==> src/rtl/cpu_dump_pkg.sv <==
// Shared types and constants for the CPU state dumper: FSM states, record tag
// kinds and the fixed layout of the header records.
package cpu_dump_pkg;

  typedef enum logic [1:0] {
    IDLE = 2'd0,
    HDR  = 2'd1,
    REG  = 2'd2,
    MEM  = 2'd3
  } dump_state_e;

  localparam logic [1:0] TAG_HDR = 2'd0;
  localparam logic [1:0] TAG_REG = 2'd1;
  localparam logic [1:0] TAG_MEM = 2'd2;

  localparam logic [5:0] HDR_CYCLE = 6'd0;
  localparam logic [5:0] HDR_STALL = 6'd1;
  localparam logic [5:0] HDR_FLUSH = 6'd2;
  localparam logic [5:0] HDR_PC    = 6'd3;

  localparam int IDX_W = 6;

  function automatic logic [7:0] make_tag(input logic [1:0] kind, input logic [5:0] idx);
    return {kind, idx};
  endfunction

endpackage

==> src/rtl/cpu_state_dumper_if.sv <==
// Record stream between the dumper (master) and its consumer (slave).
interface cpu_state_dumper_if;
  logic        out_valid_o;
  logic        out_ready_i;
  logic [31:0] out_data_o;
  logic [7:0]  out_tag_o;
  logic        out_last_o;

  modport master (output out_valid_o, out_data_o, out_tag_o, out_last_o,
                  input  out_ready_i);
  modport slave  (input  out_valid_o, out_data_o, out_tag_o, out_last_o,
                  output out_ready_i);
endinterface

==> src/rtl/perf_counters.sv <==
// Saturating cycle/stall/flush counters; all three advance only while the CPU runs.
module perf_counters #(
  parameter int CW = 32
) (
  input  logic          clk,
  input  logic          rst_n,
  input  logic          start,
  input  logic          stall,
  input  logic          flush,
  output logic [CW-1:0] cycle_cnt,
  output logic [CW-1:0] stall_cnt,
  output logic [CW-1:0] flush_cnt
);
  localparam logic [CW-1:0] CNT_MAX = {CW{1'b1}};
  localparam logic [CW-1:0] CNT_ONE = {{(CW-1){1'b0}}, 1'b1};

  logic [CW-1:0] cycle_r;
  logic [CW-1:0] stall_r;
  logic [CW-1:0] flush_r;

  function automatic logic [CW-1:0] sat_inc(input logic [CW-1:0] v);
    if (v == CNT_MAX) begin
      return v;
    end else begin
      return v + CNT_ONE;
    end
  endfunction

  // Counter registers; stall and flush may both step in the same cycle
  always_ff @(posedge clk or negedge rst_n) begin
    if (!rst_n) begin
      cycle_r <= {CW{1'b0}};
      stall_r <= {CW{1'b0}};
      flush_r <= {CW{1'b0}};
    end else if (start) begin
      cycle_r <= sat_inc(cycle_r);
      if (stall) begin
        stall_r <= sat_inc(stall_r);
      end
      if (flush) begin
        flush_r <= sat_inc(flush_r);
      end
    end
  end

  assign cycle_cnt = cycle_r;
  assign stall_cnt = stall_r;
  assign flush_cnt = flush_r;

endmodule

==> src/rtl/cpu_state_dumper.sv <==
// Snapshot dumper: counts CPU cycles/stalls/flushes and, on request, streams a
// header, the register file and data-memory words as tagged records.
module cpu_state_dumper
  import cpu_dump_pkg::*;
#(
  parameter int NREG  = 32,
  parameter int NWORD = 8,
  parameter int CW    = 32
) (
  input  logic        clk_i,
  input  logic        rst_n_i,
  input  logic        start_i,
  input  logic        stall_i,
  input  logic        flush_i,
  input  logic [31:0] pc_i,
  input  logic        dump_req_i,
  output logic [4:0]  reg_addr_o,
  input  logic [31:0] reg_data_i,
  output logic [31:0] mem_addr_o,
  input  logic [31:0] mem_data_i,
  cpu_state_dumper_if.master out_if,
  output logic        busy_o
);
  localparam logic [IDX_W-1:0] REG_LAST = IDX_W'(NREG - 1);
  localparam logic [IDX_W-1:0] MEM_LAST = IDX_W'(NWORD - 1);
  localparam logic [IDX_W-1:0] IDX_ONE  = {{(IDX_W-1){1'b0}}, 1'b1};
  localparam logic [IDX_W-1:0] IDX_ZERO = {IDX_W{1'b0}};

  logic [CW-1:0]    cycle_cnt_s, stall_cnt_s, flush_cnt_s;
  dump_state_e      state_r, state_nxt_s;
  logic [IDX_W-1:0] idx_r, idx_nxt_s;
  logic [CW-1:0]    cyc_sh_r, stl_sh_r, fls_sh_r;
  logic [CW-1:0]    cyc_sh_nxt_s, stl_sh_nxt_s, fls_sh_nxt_s;
  logic [31:0]      pc_sh_r, pc_sh_nxt_s;
  logic             valid_r, valid_nxt_s, last_r, last_nxt_s, busy_r, busy_nxt_s;
  logic [31:0]      data_r, data_nxt_s;
  logic [7:0]       tag_r, tag_nxt_s;
  logic [4:0]       reg_addr_r, reg_addr_nxt_s;
  logic [31:0]      mem_addr_r, mem_addr_nxt_s;
  logic             load_s;

  perf_counters #(.CW(CW)) u_perf (
    .clk       (clk_i),
    .rst_n     (rst_n_i),
    .start     (start_i),
    .stall     (stall_i),
    .flush     (flush_i),
    .cycle_cnt (cycle_cnt_s),
    .stall_cnt (stall_cnt_s),
    .flush_cnt (flush_cnt_s)
  );

  assign load_s = !valid_r || out_if.out_ready_i;

  // FSM sequencing, next record selection and read-address steering
  always_comb begin
    state_nxt_s  = state_r;
    idx_nxt_s    = idx_r;
    valid_nxt_s  = valid_r;
    data_nxt_s   = data_r;
    tag_nxt_s    = tag_r;
    last_nxt_s   = last_r;
    cyc_sh_nxt_s = cyc_sh_r;
    stl_sh_nxt_s = stl_sh_r;
    fls_sh_nxt_s = fls_sh_r;
    pc_sh_nxt_s  = pc_sh_r;
    case (state_r)
      IDLE: begin
        // A new dump may only start once the previous last record has left
        if (!valid_r && dump_req_i) begin
          cyc_sh_nxt_s = cycle_cnt_s;
          stl_sh_nxt_s = stall_cnt_s;
          fls_sh_nxt_s = flush_cnt_s;
          pc_sh_nxt_s  = pc_i;
          valid_nxt_s  = 1'b1;
          data_nxt_s   = 32'(cycle_cnt_s);
          tag_nxt_s    = make_tag(TAG_HDR, HDR_CYCLE);
          last_nxt_s   = 1'b0;
          state_nxt_s  = HDR;
          idx_nxt_s    = IDX_ONE;
        end else if (out_if.out_ready_i) begin
          valid_nxt_s = 1'b0;
          last_nxt_s  = 1'b0;
        end else begin
          valid_nxt_s = valid_r;
        end
      end
      HDR: begin
        if (load_s) begin
          valid_nxt_s = 1'b1;
          tag_nxt_s   = make_tag(TAG_HDR, idx_r);
          case (idx_r)
            HDR_STALL: data_nxt_s = 32'(stl_sh_r);
            HDR_FLUSH: data_nxt_s = 32'(fls_sh_r);
            HDR_PC:    data_nxt_s = pc_sh_r;
            default:   data_nxt_s = 32'(cyc_sh_r);
          endcase
          if (idx_r == HDR_PC) begin
            state_nxt_s = REG;
            idx_nxt_s   = IDX_ZERO;
          end else begin
            idx_nxt_s = idx_r + IDX_ONE;
          end
        end else begin
          state_nxt_s = state_r;
        end
      end
      REG: begin
        if (load_s) begin
          valid_nxt_s = 1'b1;
          data_nxt_s  = reg_data_i;
          tag_nxt_s   = make_tag(TAG_REG, idx_r);
          if (idx_r == REG_LAST) begin
            state_nxt_s = MEM;
            idx_nxt_s   = IDX_ZERO;
          end else begin
            idx_nxt_s = idx_r + IDX_ONE;
          end
        end else begin
          state_nxt_s = state_r;
        end
      end
      MEM: begin
        if (load_s) begin
          valid_nxt_s = 1'b1;
          data_nxt_s  = mem_data_i;
          tag_nxt_s   = make_tag(TAG_MEM, idx_r);
          if (idx_r == MEM_LAST) begin
            last_nxt_s  = 1'b1;
            state_nxt_s = IDLE;
            idx_nxt_s   = IDX_ZERO;
          end else begin
            last_nxt_s = 1'b0;
            idx_nxt_s  = idx_r + IDX_ONE;
          end
        end else begin
          state_nxt_s = state_r;
        end
      end
      default: begin
        state_nxt_s = IDLE;
        idx_nxt_s   = IDX_ZERO;
        valid_nxt_s = 1'b0;
        last_nxt_s  = 1'b0;
      end
    endcase

    // Addresses follow the index only inside their own section, so the read
    // data is valid for idx_r on the cycle the record is loaded
    if (state_nxt_s == REG) begin
      reg_addr_nxt_s = idx_nxt_s[4:0];
    end else begin
      reg_addr_nxt_s = reg_addr_r;
    end
    if (state_nxt_s == MEM) begin
      mem_addr_nxt_s = {{(32-IDX_W-2){1'b0}}, idx_nxt_s, 2'b00};
    end else begin
      mem_addr_nxt_s = mem_addr_r;
    end
    busy_nxt_s = (state_nxt_s != IDLE) || valid_nxt_s;
  end

  // State, shadow and output registers
  always_ff @(posedge clk_i or negedge rst_n_i) begin
    if (!rst_n_i) begin
      state_r    <= IDLE;
      idx_r      <= IDX_ZERO;
      cyc_sh_r   <= {CW{1'b0}};
      stl_sh_r   <= {CW{1'b0}};
      fls_sh_r   <= {CW{1'b0}};
      pc_sh_r    <= 32'd0;
      valid_r    <= 1'b0;
      data_r     <= 32'd0;
      tag_r      <= 8'd0;
      last_r     <= 1'b0;
      busy_r     <= 1'b0;
      reg_addr_r <= 5'd0;
      mem_addr_r <= 32'd0;
    end else begin
      state_r    <= state_nxt_s;
      idx_r      <= idx_nxt_s;
      cyc_sh_r   <= cyc_sh_nxt_s;
      stl_sh_r   <= stl_sh_nxt_s;
      fls_sh_r   <= fls_sh_nxt_s;
      pc_sh_r    <= pc_sh_nxt_s;
      valid_r    <= valid_nxt_s;
      data_r     <= data_nxt_s;
      tag_r      <= tag_nxt_s;
      last_r     <= last_nxt_s;
      busy_r     <= busy_nxt_s;
      reg_addr_r <= reg_addr_nxt_s;
      mem_addr_r <= mem_addr_nxt_s;
    end
  end

  assign out_if.out_valid_o = valid_r;
  assign out_if.out_data_o  = data_r;
  assign out_if.out_tag_o   = tag_r;
  assign out_if.out_last_o  = last_r;
  assign busy_o             = busy_r;
  assign reg_addr_o         = reg_addr_r;
  assign mem_addr_o         = mem_addr_r;

endmodule

==> src/flat_wrapper.sv <==
// flat-port wrapper written by rule: the top's interface ports become plain ports
module cpu_state_dumper_flat import cpu_dump_pkg::*;
#(
  parameter int NREG  = 32,
  parameter int NWORD = 8,
  parameter int CW    = 32
)
  (clk_i, rst_n_i, start_i, stall_i, flush_i, pc_i, dump_req_i, reg_addr_o, reg_data_i, mem_addr_o, mem_data_i, busy_o, out_if_out_valid_o, out_if_out_data_o, out_if_out_tag_o, out_if_out_last_o, out_if_out_ready_i);
  cpu_state_dumper_if out_if_i ();
  input  logic clk_i;
  input  logic rst_n_i;
  input  logic start_i;
  input  logic stall_i;
  input  logic flush_i;
  input  logic [31:0] pc_i;
  input  logic dump_req_i;
  output logic [4:0] reg_addr_o;
  input  logic [31:0] reg_data_i;
  output logic [31:0] mem_addr_o;
  input  logic [31:0] mem_data_i;
  output logic busy_o;
  output wire logic [$bits(out_if_i.out_valid_o)-1:0] out_if_out_valid_o;
  output wire logic [$bits(out_if_i.out_data_o)-1:0] out_if_out_data_o;
  output wire logic [$bits(out_if_i.out_tag_o)-1:0] out_if_out_tag_o;
  output wire logic [$bits(out_if_i.out_last_o)-1:0] out_if_out_last_o;
  input wire logic [$bits(out_if_i.out_ready_i)-1:0] out_if_out_ready_i;
  assign out_if_out_valid_o = out_if_i.out_valid_o;
  assign out_if_out_data_o = out_if_i.out_data_o;
  assign out_if_out_tag_o = out_if_i.out_tag_o;
  assign out_if_out_last_o = out_if_i.out_last_o;
  assign out_if_i.out_ready_i = out_if_out_ready_i;
  cpu_state_dumper #(.NREG(NREG), .NWORD(NWORD), .CW(CW)) u_core (.clk_i(clk_i), .rst_n_i(rst_n_i), .start_i(start_i), .stall_i(stall_i), .flush_i(flush_i), .pc_i(pc_i), .dump_req_i(dump_req_i), .reg_addr_o(reg_addr_o), .reg_data_i(reg_data_i), .mem_addr_o(mem_addr_o), .mem_data_i(mem_data_i), .out_if(out_if_i), .busy_o(busy_o));
endmodule
==> config.mk <==
export PLATFORM = sky130hd
export DESIGN_NAME = cpu_state_dumper_flat
export DESIGN_NICKNAME = d
export VERILOG_FILES = /design/src/rtl/cpu_dump_pkg.sv /design/src/rtl/cpu_state_dumper_if.sv /design/src/rtl/perf_counters.sv /design/src/rtl/cpu_state_dumper.sv /design/src/flat_wrapper.sv
export SDC_FILE = /design/constraint.sdc
export NUM_CORES = 1
export LEC_CHECK = 0
export CELL_PAD_IN_SITES_DETAIL_PLACEMENT = 0
export CELL_PAD_IN_SITES_GLOBAL_PLACEMENT = 2
export CORE_MARGIN = 1.5
export CORE_UTILIZATION = 36
export CTS_CLUSTER_DIAMETER = 30
export DETAILED_ROUTE_END_ITERATION = 10
export PLACE_DENSITY = 0.85
export SYNTH_ARGS = -nofsm -noshare
export SYNTH_HDL_FRONTEND = slang
export SYNTH_SLANG_ARGS = --single-unit
==> constraint.sdc <==
create_clock -name clk_i -period 3.35 [get_ports clk_i]
set_input_delay 0.8375 -clock clk_i [delete_from_list [all_inputs] [get_ports clk_i]]
set_output_delay 0.8375 -clock clk_i [all_outputs]
set_load 0.01 [all_outputs]
After elaboration in Yosys (flattened, before gate mapping) --
Index checks and enable logic that the tools add are counted.
Storage, ports and cells: output and inout bits 80, register bits 286
Operators by class: equal/unequal tests 18, reduce and logical (&&, ||, !) cells 14, multiplexer cells 36, $add $sub $neg 4, bitwise logic cells 3
Operators with widths (number):
- 2-to-1 mux 32 bit | 4
- case mux 32 bit (4 select lines) | 1
- adder 32 x 1 -> 32 bit, second input constant | 3
- equality test 32 bit, second input constant | 3
- case mux 32 bit (3 select lines) | 1
- 2-to-1 mux 6 bit | 7
- 2-to-1 mux 8 bit | 4
- case mux 8 bit (4 select lines) | 1
- case mux 6 bit (4 select lines) | 1
- 2-to-1 mux 2 bit | 7
- equality test 6 x 2 -> 1 bit, second input constant | 2
- AND reduction 3 bit | 3
- equality test 2 bit, second input constant | 4
- inequality test 2 x 1 -> 1 bit, second input constant | 4
- case mux 2 bit (4 select lines) | 1
- 2-to-1 mux 1 bit | 7
- adder 6 x 1 -> 6 bit, second input constant | 1
- equality test 6 x 1 -> 1 bit, second input constant | 1
- equality test 6 x 3 -> 1 bit, second input constant | 1
- equality test 6 x 5 -> 1 bit, second input constant | 1
- case mux 1 bit (2 select lines) | 2
- AND reduction 2 bit | 2
- AND reduction 4 bit | 1
- nonzero test 2 bit | 2
- other kinds (8) | 11

Longest topological paths before layout --
Gate-level depths: netlist of run 1.
word-level depth 6, mapped depth 9, gate-level depth less buffers 8

Modules after synthesis --
Synthesis of run 1 repeated with hierarchy kept, for this count alone.
Second synthesis, totals: cell total of the unflattened synthesis 1270, area, all modules 13937.1 um^2
Modules (own cells, without submodules):
- cpu_state_dumper | seq. area each 4754.6 um^2, cells an instance 829, area each 9267.6 um^2, instances 1
- perf_counters | seq. area each 2402.3 um^2, cells an instance 441, area each 4669.5 um^2, instances 1

Worst setup path after synthesis of run 1 --
No wires, ideal clock.
kind input-to-reg, from in out_if_out_ready_i, to reg u_core.mem_addr_r[2] (netlist: u_core.mem_addr_o[2]), required time 3225 ps, arrival 2380 ps, buffers on the path 1, setup slack 845 ps, stages 7, cells stage by stage nand2b_1 clkbuf_1 a41oi_1 o21ai_1 inv_1 a211oi_4 mux2_4
Between the ends: cells in the longest elaborated chain, start to end 4, elaborated cells on any way between the ends 10, those cells by class 1 x eq/ne; 8 x mux; 1 x reduce/logical
Ends and longest elaborated chain:
- start: declaration | line flat_wrapper.sv:26 | input wire logic [$bits(out_if_i.out_ready_i)-1:0] out_if_out_ready_i;
- logical OR 1 bit * | line cpu_state_dumper.sv:53 | assign load_s = !valid_r || out_if.out_ready_i;
- 2-to-1 mux 2 bit (on tied branches) | line cpu_state_dumper.sv:124, cpu_state_dumper.sv:89, cpu_state_dumper.sv:109
- case mux 2 bit (4 select lines) | line cpu_state_dumper.sv:67 | case (state_r)
- equality test 2 bit | line cpu_state_dumper.sv:155 | if (state_nxt_s == MEM) begin
- end signal: assignment | line cpu_state_dumper.sv:192 | mem_addr_r <= mem_addr_nxt_s;
- end: declaration | line cpu_state_dumper.sv:39 | logic [31:0] mem_addr_r, mem_addr_nxt_s;
Mark *: on every way between the ends. The rest lies on a longest branch, timed or not. A chain may end at the register's enable or synchronous reset.

Final worst setup path of run 1 --
from reg u_core.idx_r[0], to reg u_core.mem_addr_r[7] (netlist: u_core.mem_addr_o[7])
Between the ends: cells in the longest elaborated chain, start to end 5, elaborated cells on any way between the ends 19, those cells by class 1 x add/sub; 4 x eq/ne; 14 x mux
Ends and longest elaborated chain:
- start: declaration | line cpu_state_dumper.sv:31 | logic [IDX_W-1:0] idx_r, idx_nxt_s;
- start signal: assignment | line cpu_state_dumper.sv:181 | idx_r <= idx_nxt_s;
- branches (longest 5 deep; another with adder 6 x 1 -> 6 bit)
Parallel ways; which one is timed is not known.

==> metrics.md, run 1 <==
| Metric | Value |
|---|---|
| Overall die height | 197 um |
| Run status | completed |
| Fin crit period | 2.68 ns |
| Final weighted congestion in routability-driven placement | 0.855 |
| Via count of the first global-routing pass | 10800 |
| Cell breakdown of the critical path | ha_1 -> and2_1 -> a41oi_1 -> o21ai_1 -> inv_1 -> a211oi_4 -> mux2_4 |
| Worst Tran Pin Value | 0.871 ns |
| Netlist Area Pre-Place | 13600 um^2 |
| Leakage dissipation | 8.05 nW |
| Relative max-transition margin | 41.9% |
| Average vias per placed instance | 5.33 |
| Gate Count Post-Synth | 1220 |
| Initial drt markers | 791 |
| Data arrival at the endpoint of the critical path | 3.10 ns |
| CTS Hold Buffers Added | 0 |
| TritonRoute pass-1 iters | 8 |
| CTS tree | built |
| Average wire length per cell after detail routing | 19.6 um |
| Worst R2R Setup Slack | 0.67 ns |
| Layout cells sized above 1 | 19.0% |
| Endpoints failing hold | 0 |
| Post-DRT Antenna Nets | 0 |
| Buffers inserted by post-CTS timing repair | 0 |
| Setup Viol. Count Final | 0 |
| Peak per-stage delay on the critical path | 0.52 ns |
| Gr usage total | 20.3% |
| Root Buffer Master | clkbuf_16 |
| Type of the worst setup path | reg -> reg |
| Clock Skews | 0.0240 ns |
| Clock network latency to the later pin of the worst-skew pair | 0.55 ns |
| Die Footprint | 38800 um^2 |
| Number of antenna violations at the first check in global routing | 2 |
| Initial core utilization | 36.8% |
| Max FO, Critical Path | 7 |
| Growth of design area from synthesis to finish | 34.6% |
| Kind of end point of the critical path | flip-flop |
| Mean instance size in the synthesized netlist | 11.1 um^2 |
| # DRC | 0 |
| Post-detail-place hpwl | 27100 um |
| Largest net degree at the start of global routing | 82 |
| Number of synthesized flops with an enable pin | 0 |
| Yosys cell types | 59 |
| Maximum vdd ir drop | 484 uV |
| Total number of placement rows | 70 |
| Timing-limited maximum frequency | 374 MHz |
| RSZ-0062 raised after global routing | no |
| Final net count | 1528 |
| Worst hold margin | 0.271 ns |
| Area of the core region | 36900 um^2 |
| Register clock-pin slew on the reported worst setup and hold paths | 0.05 ns |
| # port buffers | 156 |
| CTS resizes | 0 |
| Part of the Yosys area used for sequential elements | 52.8% |
| Ys Warns | 0 |
| Hold/Removal Path Class | in -> async |
| Final setup TNS | 0 ns |
| Synth Flop Type | dfrtp_1 |
| Routed Wire Length | 38700 um |
| Max Slew Vio Count | 0 |
| Remaining global-route overflow | 0 |
| H-tree Lvls | 3 |
| Bufs on Longest Clock Path | 3 |
| Max-capacitance violation count | 0 |
| Share of synthesized registers carrying an async set or reset | 100% |
| Global-route wire length before repair | 61400 um |
| Post-route clock period utilization | 79.9% |
| Synthesized flop and latch total | 286 |
| Startpoint Class | flip-flop |
| Ports | 183 |
| Clock sink total | 286 |
| Max stage delay cell, worst path | dfrtp_1 |
| Power density over cell area | 887 nW/um^2 |
| Total via count in the routed design | 10500 |
| Die width | 197 um |
| Required time at the endpoint of the critical path | 3.77 ns |
| Clock buffers created by TritonCTS | 72 |
-- sequential cells by signal (all words and copies together) (netlist names), 8 cells and up --
signal / flops
u_core.cyc_sh_r: 32
u_core.stl_sh_r: 32
u_core.u_perf.stall_cnt: 32
u_core.pc_sh_r: 32
u_core.u_perf.cycle_cnt: 32
u_core.fls_sh_r: 32
u_core.u_perf.flush_cnt: 32
u_core.out_if.out_data_o: 32
u_core.out_if.out_tag_o: 8
-- worst max-delay path: cells and delay by family, from the launching register on --
family / cells / cell delay [ns]
AOI/OAI and AO/OA: 3 / 0.86
and+or+nand+nor: 1 / 0.29
DFF: 1 / 0.52
adders and majority gates: 1 / 0.41
muxes: 1 / 0.34
buffers and inverters: 1 / 0.14
-- synthesized netlist by cell type (3+ instances only) --
master	count	area, um^2
a211oi_4	3	60.1
a41oi_1	3	26.3
clkbuf_1	60	225
a31oi_1	7	43.8
a22o_1	64	561
nor4_1	7	43.8
o21ai_1	19	95.1
and2_1	9	56.3
ha_1	12	150
buf_1	5	18.8
and3_1	9	56.3
o21ai_0	65	325
o31ai_1	3	22.5
nand2_1	106	398
inv_1	50	188
a221oi_1	33	289
xor2_1	35	307
buf_2	4	20.0
mux2_2	93	1050
buf_4	26	195
nand3_1	44	220
nand3b_1	3	22.5
and4_1	8	70.1
nand2b_1	3	18.8
mux2_4	11	165
nor3_1	21	105
a222oi_1	32	320
a21oi_1	37	185
dfrtp_1	286	7160
nand4_1	32	200
nor2_1	43	161
xnor2_1	56	490
-- layout by cell type, fill, tap and decap left out, types with 4 or more instances in the layout --
master and count:
clkbuf_16 74, nand4_1 32, ha_1 9, mux2_4 11, and2_1 9, inv_1 50
a22o_1 64, buf_4 28, xnor2_1 56, nand2_1 106, dfrtp_1 286, buf_12 7
and3_1 9, a222oi_1 32, clkinv_2 11, nand3_1 44, and4_1 8, conb_1 26
nor2_1 43, inv_6 4, clkbuf_1 8, clkinvlp_4 7, o21ai_1 18, o21ai_0 65
a21oi_1 37, mux2_2 93, a31oi_1 7, clkdlybuf4s50_1 155, a221oi_1 33, nor3_1 21
nor4_1 7, clkbuf_8 11, bufinv_16 10, xor2_1 35
-- cells by family (layout without fill, tap and decap cells) --
group	Yosys count	after routing	share of synthesized area, %
and+or+nand+nor	298	298	11.0
xor gates and xnor gates	91	91	5.88
DFF	286	286	52.8
AOI/OAI and AO/OA	281	281	15.3
adders and majority gates	12	12	1.11
other	1	28	0.0277
muxes	104	104	8.94
buffers and inverters	147	368	4.94
-- per-stage QoR --
stage	util [%]	setup WS [ns]	instances	area (um^2)	power, W
floorplan	-	0.845	1245	13700	0.00729
global placement	42.7	0.200	1843	15800	0.00912
detailed placement	42.7	0.185	1843	15800	0.00918
CTS	49.5	0.648	1970	18300	0.0163
global route	49.5	0.532	1972	18300	0.0170
finish	49.5	0.674	1972	18300	0.0162
-- where the power goes --
group          internal, W  switching (W)
clock              0.00501        0.00205
combinational      0.00192        0.00237
sequential         0.00420       0.000649
-- area by class of cell --
type | count | area, um^2
inverters | 50 | 188
diodes | 2 | 5.00
fillers | 3278 | 18600
well taps | 504 | 631
flip-flops and latches | 286 | 7160
repair buffers | 191 | 1920
clock inverters | 34 | 468
clock buffers | 93 | 2030
multi-input cells | 812 | 5860
-- metal layers --
layer	routed length [um]	track usage, %	up-vias
li1	-	-	4834
met1	17600	27.9	5309
met2	18200	32.1	312
met3	2070	3.67	65
met4	850	7.10	0
met5	0	0	-
-- worst paths after layout --
check                                                       start                                     end  cells after the start
hold / removal                                            rst_n_i           u_core.pc_sh_r[0]$_DFFE_PN0P_                      1
min in group clk_i         u_core.out_if.out_tag_o[1]$_DFFE_PN0P_  u_core.out_if.out_tag_o[1]$_DFFE_PN0P_                      2
max in group asynchronous                                 rst_n_i  u_core.out_if.out_tag_o[3]$_DFFE_PN0P_                      2
setup / recovery                        u_core.idx_r[0]$_DFF_PN0_        u_core.mem_addr_o[7]$_DFFE_PN0N_                      7
hold reg to reg            u_core.out_if.out_tag_o[1]$_DFFE_PN0P_  u_core.out_if.out_tag_o[1]$_DFFE_PN0P_                      2
setup reg to reg                        u_core.idx_r[0]$_DFF_PN0_        u_core.mem_addr_o[7]$_DFFE_PN0N_                      7
No activity file was read; power rests on OpenSTA's default activity.
==> inputs of run 2 (changes only) <==
==> constraint.sdc (replaced) <==
create_clock -name clk_i -period 2.51 [get_ports clk_i]
set_input_delay 0.6275 -clock clk_i [delete_from_list [all_inputs] [get_ports clk_i]]
set_output_delay 0.6275 -clock clk_i [all_outputs]
set_load 0.01 [all_outputs]
==> run 2 against run 1 <==
  * Non-clock buffer count grew 47
  * Total power grew 35%
  * Sequential share of layout area shrank 0.83 points
  * Highest routed layer unchanged
  * First-iteration DRC count shrank 9.4%
==> metrics.md, run 2 (synthesis results as in run 1) <==
| Metric | Value |
|---|---|
| Largest net degree at the start of global routing | 61 (-26%) |
| RSZ-0062 raised after global routing | no |
| Average vias per placed instance | 5.20 (-2.5%) |
| Maximum vdd ir drop | 557 uV (+15%) |
| Initial core utilization | 36.8% (unchanged) |
| Path depth of the worst reg2reg path | 7 (unchanged) |
| Max Slew Vio Count | 0 (unchanged) |
| H-tree Lvls | 3 (unchanged) |
| Commonest non-fill, non-tap cell in the layout | dfrtp_1 |
| Die Footprint | 38800 um^2 (unchanged) |
| TritonRoute pass-1 iters | 8 (unchanged) |
| Final net count | 1574 (+3.0%) |
| Endpoint of the most critical setup path | u_core.reg_addr_o[1]$_DFFE_PN0N_ |
| Worst R2R Setup Slack | 0.10 ns (-0.57 ns) |
| Post-detail-place hpwl | 27200 um (+0.66%) |
| Source of the worst register-to-register timing path | u_core.state_r[1]$_DFF_PN0_ |
| Bufs on Longest Clock Path | 3 (unchanged) |
| Total number of placement rows | 70 (unchanged) |
| Die width | 197 um (unchanged) |
| # port buffers | 156 (unchanged) |
| Startpoint Class | flip-flop |
| Hold/Removal Path Class | in -> async |
| Run status | completed |
| Layout cells sized above 1 | 21.7% (+2.7 points) |
| Ports | 183 (unchanged) |
| Worst Tran Pin Value | 0.732 ns (-0.140 ns) |
| Clock sink total | 286 (unchanged) |
| Setup Viol. Count Final | 0 (unchanged) |
| Utilization after layout | 50.6% (+1.1 points) |
| Timing-limited maximum frequency | 416 MHz (+11%) |
| Required time at the endpoint of the critical path | 2.94 ns (-0.83 ns) |
| Initial drt markers | 717 (-9.4%) |
| Remaining global-route overflow | 0 (unchanged) |
| Total via count in the routed design | 10500 (-0.10%) |
| Overall die height | 197 um (unchanged) |
| Leakage dissipation | 8.28 nW (+2.9%) |
| Crit. Startpoint | u_core.state_r[1]$_DFF_PN0_ |
| Commonest non-fill, non-tap cells in the layout | dfrtp_1, clkdlybuf4s50_1, nand2_1, mux2_2, clkbuf_16 |
| Fin cells | 2020 (+2.4%) |
| Type of the worst setup path | reg -> reg |
| CTS tree | built |
| Final weighted congestion in routability-driven placement | 0.911 (+6.5%) |
| Area of the core region | 36900 um^2 (unchanged) |
| Relative max-transition margin | 51.2% (+9.3 points) |
| Number of antenna violations at the first check in global routing | 3 (+1) |
| Max FO, Critical Path | 6 (-1) |
| Data arrival at the endpoint of the critical path | 2.83 ns (-0.27 ns) |
| Post-DRT Antenna Nets | 0 (unchanged) |
| Global-route wire length before repair | 61100 um (-0.55%) |
| Via count of the first global-routing pass | 10900 (+1.2%) |
| Clock Skews | 0.0321 ns (+0.00817 ns) |
| Average wire length per cell after detail routing | 19.3 um (-1.8%) |
| Post-layout total power | 0.0218 W (+35%) |
| Clock buffers created by TritonCTS | 70 (-2.8%) |
| Root Buffer Master | clkbuf_16 |
| # DRC | 0 (unchanged) |
| Worst hold margin | 0.00844 ns (-0.262 ns) |
| Power density over cell area | 1170 nW/um^2 (+32%) |
| Clock network latency to the later pin of the worst-skew pair | 0.57 ns (+0.02 ns) |
| Gr usage total | 20.2% (-0.074 points) |
| Post-route clock period utilization | 95.8% (+16 points) |
| Placed Cells incl. Taps | 1887 (+2.4%) |
| Fin crit period | 2.41 ns (-0.270 ns) |
| Worst reg2reg path endpoint | u_core.reg_addr_o[1]$_DFFE_PN0N_ |
| Max-capacitance violation count | 0 (unchanged) |
| Growth of design area from synthesis to finish | 37.6% |
| Endpoints failing hold | 0 (unchanged) |
| Kind of end point of the critical path | flip-flop |
| Routed Wire Length | 38900 um (+0.58%) |
| Register clock-pin slew on the reported worst setup and hold paths | 0.05 ns (about the same) |
-- run 2: cell types whose count changed in the layout (fill, tap and decap cells not counted), sizes merged --
cell,delta
buf,+47
clkbuf,-10
clkinv,+6
inv,+4
bufinv,-1
clkinvlp,+1
o31ai,+1
-- run 2: metrics by stage --
stage               setup slack, ns  area (um^2)  setup TNS (ns)
floorplan                     0.175        13700               0
global placement             -0.255        16200           -3.14
detailed placement           -0.275        16200           -3.16
CTS                        -0.00730        18600         -0.0141
global route                0.00341        18700               0
finish                        0.105        18700               0
-- run 2: final cells by class --
type | instances | area [um^2]
multi-input cells | 813 | 5890
repair buffers | 238 | 2360
diodes | 2 | 5.00
flip-flops and latches | 286 | 7160
inverters | 50 | 188
fillers | 3300 | 18200
clock buffers | 83 | 1860
clock inverters | 44 | 558
well taps | 504 | 631
-- run 2: power by group --
part           internal (W)  switching, W  total [W]  leakage, nW
Clock               0.00625       0.00287    0.00913         1.17
Combinational       0.00291       0.00334    0.00625         3.37
Sequential          0.00560      0.000818    0.00642         3.74
-- run 2: worst min path at each step --
stage	from	to	slack, ns
4_1_cts	rst_n_i	u_core.fls_sh_r[12]$_DFFE_PN0P_	0.01
3_5_place_dp	u_core.fls_sh_r[20]$_DFFE_PN0P_	u_core.fls_sh_r[20]$_DFFE_PN0P_	0.47
2_1_floorplan	rst_n_i	u_core.busy_o$_DFF_PN0_	0.33
5_1_grt	rst_n_i	u_core.u_perf.cycle_cnt[5]$_DFFE_PN0P_	0.03
3_3_place_gp	u_core.cyc_sh_r[7]$_DFFE_PN0P_	u_core.cyc_sh_r[7]$_DFFE_PN0P_	0.46
6_report	rst_n_i	u_core.fls_sh_r[12]$_DFFE_PN0P_	0.008
-- run 2: timing repair --
| item | CTS | global route |
|---|---|---|
| hold buffers | 0 | 0 |
| endpoints found under the setup margin | 6 | 15 |
| pin swaps | 1 | 5 |
| buffers inserted | 0 | 3 |
| resized for setup | 1 | 5 |
| endpoints found under the hold margin | 0 | 0 |
| gates cloned | 1 | 0 |
-- run 2: layer usage --
layer / global-route usage [%] / routed length, um
met5: 0 / 0
met3: 3.94 / 2300
met2: 31.6 / 18300
met1: 27.8 / 17400
met4: 7.35 / 985
-- run 2: critical path, cell delays in order, from the launching register on --
cell,delay (ns)
dfrtp_1,0.37
inv_1,0.14
ha_1,0.40
inv_1,0.21
a31oi_1,0.28
a211oi_4,0.11
a211oi_4,0.43
mux2_4,0.34
==> inputs of run 3 (changes only) <==
--- a/config.mk
+++ b/config.mk
@@ -7,7 +7,6 @@
 export LEC_CHECK = 0
 export CELL_PAD_IN_SITES_DETAIL_PLACEMENT = 0
 export CELL_PAD_IN_SITES_GLOBAL_PLACEMENT = 2
-export CORE_MARGIN = 1.5
 export CORE_UTILIZATION = 36
 export CTS_CLUSTER_DIAMETER = 30
 export DETAILED_ROUTE_END_ITERATION = 10
==> run 3 against run 2 <==
  * Routed wire length shrank 0.90%
  * Utilization shrank 0.34 points
  * Clock skew shrank 0.011 ns
  * Register-to-register slack lost 0.05 ns
  * Combinational power shrank 1%
  * Clock-buffer cell count grew 9
  * Critical endpoint is now u_core.out_if.out_data_o[20]$_DFFE_PN0P_
  * Largest cell class unchanged
  * Highest routed layer unchanged
==> metrics.md, run 3 (synthesis results as in run 1) <==
| Metric | Value |
|---|---|
| Run status | completed |
| Commonest non-fill, non-tap cell in the layout | dfrtp_1 |
| Commonest non-fill, non-tap cells in the layout | dfrtp_1, clkdlybuf4s50_1, nand2_1, mux2_2 |
| Layout cells sized above 1 | 21.4% (-0.38 points) |
| Peak per-stage delay on the critical path | 0.81 ns (+0.38 ns) |
| Final weighted congestion in routability-driven placement | 0.877 (-3.7%) |
| Fin crit period | 2.46 ns (+0.0512 ns) |
| Growth of design area from synthesis to finish | 36.6% |
| Final net count | 1569 (-0.32%) |
| Power density over cell area | 1160 nW/um^2 (-0.56%) |
| Worst Path Buf+Inv | 2 (unchanged) |
| Total number of placement rows | 70 (unchanged) |
| Die Footprint | 38400 um^2 (-1.0%) |
| Startpoint Class | flip-flop |
| Clock sink total | 286 (unchanged) |
| Clock Skews | 0.0211 ns (-0.0110 ns) |
| Maximum vdd ir drop | 597 uV (+7.3%) |
| Cell breakdown of the critical path | inv_1 -> ha_1 -> o31ai_4 -> buf_4 -> a222oi_1 -> o21ai_0 -> a22o_1 |
| Pre-CTS worst setup slack | -0.280 ns (-0.00559 ns) |
| # port buffers | 156 (unchanged) |
| Max stage delay cell, worst path | o31ai_4 |
| Final standard cell area without fillers | 18500 um^2 (-0.68%) |
| Hold/Removal Path Class | in -> async |
| Routed Wire Length | 38600 um (-0.90%) |
| Die width | 196 um (-0.51%) |
| Fin cells | 2014 (-0.30%) |
| Max FO, Critical Path | 12 (+6) |
| Worst Tran Pin Value | 0.852 ns (+0.120 ns) |
| Gate family responsible for the most delay along the worst path | compound AO/OA/AOI/OAI gates |
| Setup Viol. Count Final | 0 (unchanged) |
| Post-detail-place hpwl | 26900 um (-1.1%) |
| Root Buffer Master | clkbuf_16 |
| Placed Cells incl. Taps | 1885 (-0.11%) |
| Endpoints failing hold | 0 (unchanged) |
| Required time at the endpoint of the critical path | 2.99 ns (+0.05 ns) |
| Total via count in the routed design | 10600 (+0.72%) |
| Minimum setup slack in the final design | 0.0534 ns (-0.0512 ns) |
| Largest net degree at the start of global routing | 65 (+6.6%) |
| Clock network latency to the later pin of the worst-skew pair | 0.56 ns (about the same) |
| Post-layout total power | 0.0215 W (-1.2%) |
| Type of the worst setup path | reg -> reg |
| Worst hold margin | 0.0203 ns (+0.0118 ns) |
| # DRC | 0 (unchanged) |
| Ports | 183 (unchanged) |
| Post-route clock period utilization | 97.9% (+2.0 points) |
| CTS Hold Buffers Added | 0 (unchanged) |
| Global-route wire length before repair | 59900 um (-2.0%) |
| Post-DRT Antenna Nets | 0 (unchanged) |
| Placed cell areas | 16100 um^2 (-0.32%) |
| Relative max-transition margin | 43.2% (-8.0 points) |
| Clock buffers created by TritonCTS | 68 (-2.9%) |
| Initial core utilization | 36.8% (unchanged) |
| Data arrival at the endpoint of the critical path | 2.94 ns (+0.11 ns) |
| Register clock-pin slew on the reported worst setup and hold paths | 0.05 ns (about the same) |
| CTS tree | built |
| Initial drt markers | 724 (+0.98%) |
| Number of antenna violations at the first check in global routing | 2 (-1) |
| Overall die height | 196 um (-0.51%) |
| Max Slew Vio Count | 0 (unchanged) |
| Area of the core region | 36900 um^2 (unchanged) |
| Remaining global-route overflow | 0 (unchanged) |
| RSZ-0062 raised after global routing | yes |
| Max-capacitance violation count | 0 (unchanged) |
| TritonRoute pass-1 iters | 7 (-1) |
| Via count of the first global-routing pass | 10700 (-2.3%) |
| Leakage dissipation | 8.23 nW (-0.66%) |
| Average vias per placed instance | 5.26 (+1.0%) |
| Bufs on Longest Clock Path | 3 (unchanged) |
| Average wire length per cell after detail routing | 19.2 um (-0.60%) |
| Kind of end point of the critical path | flip-flop |
| H-tree Lvls | 3 (unchanged) |
| Gr usage total | 20.1% (-0.13 points) |
| Timing-limited maximum frequency | 407 MHz (-2.1%) |
[run 3: cell count changes in the layout (fill, tap and decap cells not counted), moves of 2 or more]
| cell | change |
|---|---|
| buf_12 | -4 |
| clkbuf_8 | +5 |
| clkinvlp_4 | -6 |
| clkbuf_1 | +5 |
| clkinv_2 | -3 |
| ha_4 | +2 |
| buf_4 | +2 |
[run 3: stage by stage]
step / utilization, % / TNS (ns)
after CTS: 50.0 / -0.603
after floorplan: - / 0
after detailed placement: 43.7 / -4.18
after global routing: 50.2 / -0.112
final: 50.2 / 0
after global placement: 43.7 / -3.12
[run 3: repair_timing]
| action | CTS | global route |
|---|---|---|
| setup buffers | 0 | 2 |
| endpoints found under the setup margin | 17 | 43 |
| pin swaps | 2 | 3 |
| gates resized for setup | 0 | 9 |
| cloned | 0 | 1 |
[run 3: final cells by class]
type / instances / area, um^2
Antenna cell: 2 / 5.00
Multi-Input combinational cell: 813 / 5920
Fill cell: 3239 / 18300
Inverter: 50 / 188
Sequential cell: 286 / 7160
Clock buffer: 92 / 1920
Tap cell: 504 / 631
Timing Repair Buffer: 235 / 2280
Clock inverter: 32 / 418
[run 3: per-layer routing]
layer | vias up | global-route usage [%] | share of wire [%]
li1 | 4904 | - | -
met1 | 5295 | 27.0 | 45
met2 | 319 | 32.1 | 47
met3 | 67 | 3.78 | 5.4
met4 | 0 | 7.44 | 2.5
met5 | - | 0 | 0
[run 3: final timing paths]
| kind | startpoint | end | slack [ns] | cells past startpoint |
|---|---|---|---|---|
| max in group asynchronous | rst_n_i | u_core.idx_r[0]$_DFF_PN0_ | 1.70 | 2 |
| setup / recovery | u_core.idx_r[1]$_DFF_PN0_ | u_core.out_if.out_data_o[20]$_DFFE_PN0P_ | 0.05 | 7 |
| hold / removal | rst_n_i | u_core.out_if.out_data_o[0]$_DFFE_PN0P_ | 0.02 | 1 |
| setup reg to reg | u_core.idx_r[1]$_DFF_PN0_ | u_core.out_if.out_data_o[20]$_DFFE_PN0P_ | 0.05 | 7 |
| hold reg to reg | u_core.cyc_sh_r[7]$_DFFE_PN0P_ | u_core.cyc_sh_r[7]$_DFFE_PN0P_ | 0.48 | 2 |
| min in group clk_i | u_core.cyc_sh_r[7]$_DFFE_PN0P_ | u_core.cyc_sh_r[7]$_DFFE_PN0P_ | 0.48 | 2 |
[run 3: report_power, final]
part	switching [W]	internal (W)
logic	0.00331	0.00287
clock network	0.00271	0.00618
registers	0.000847	0.00561
total	0.00687	0.0147
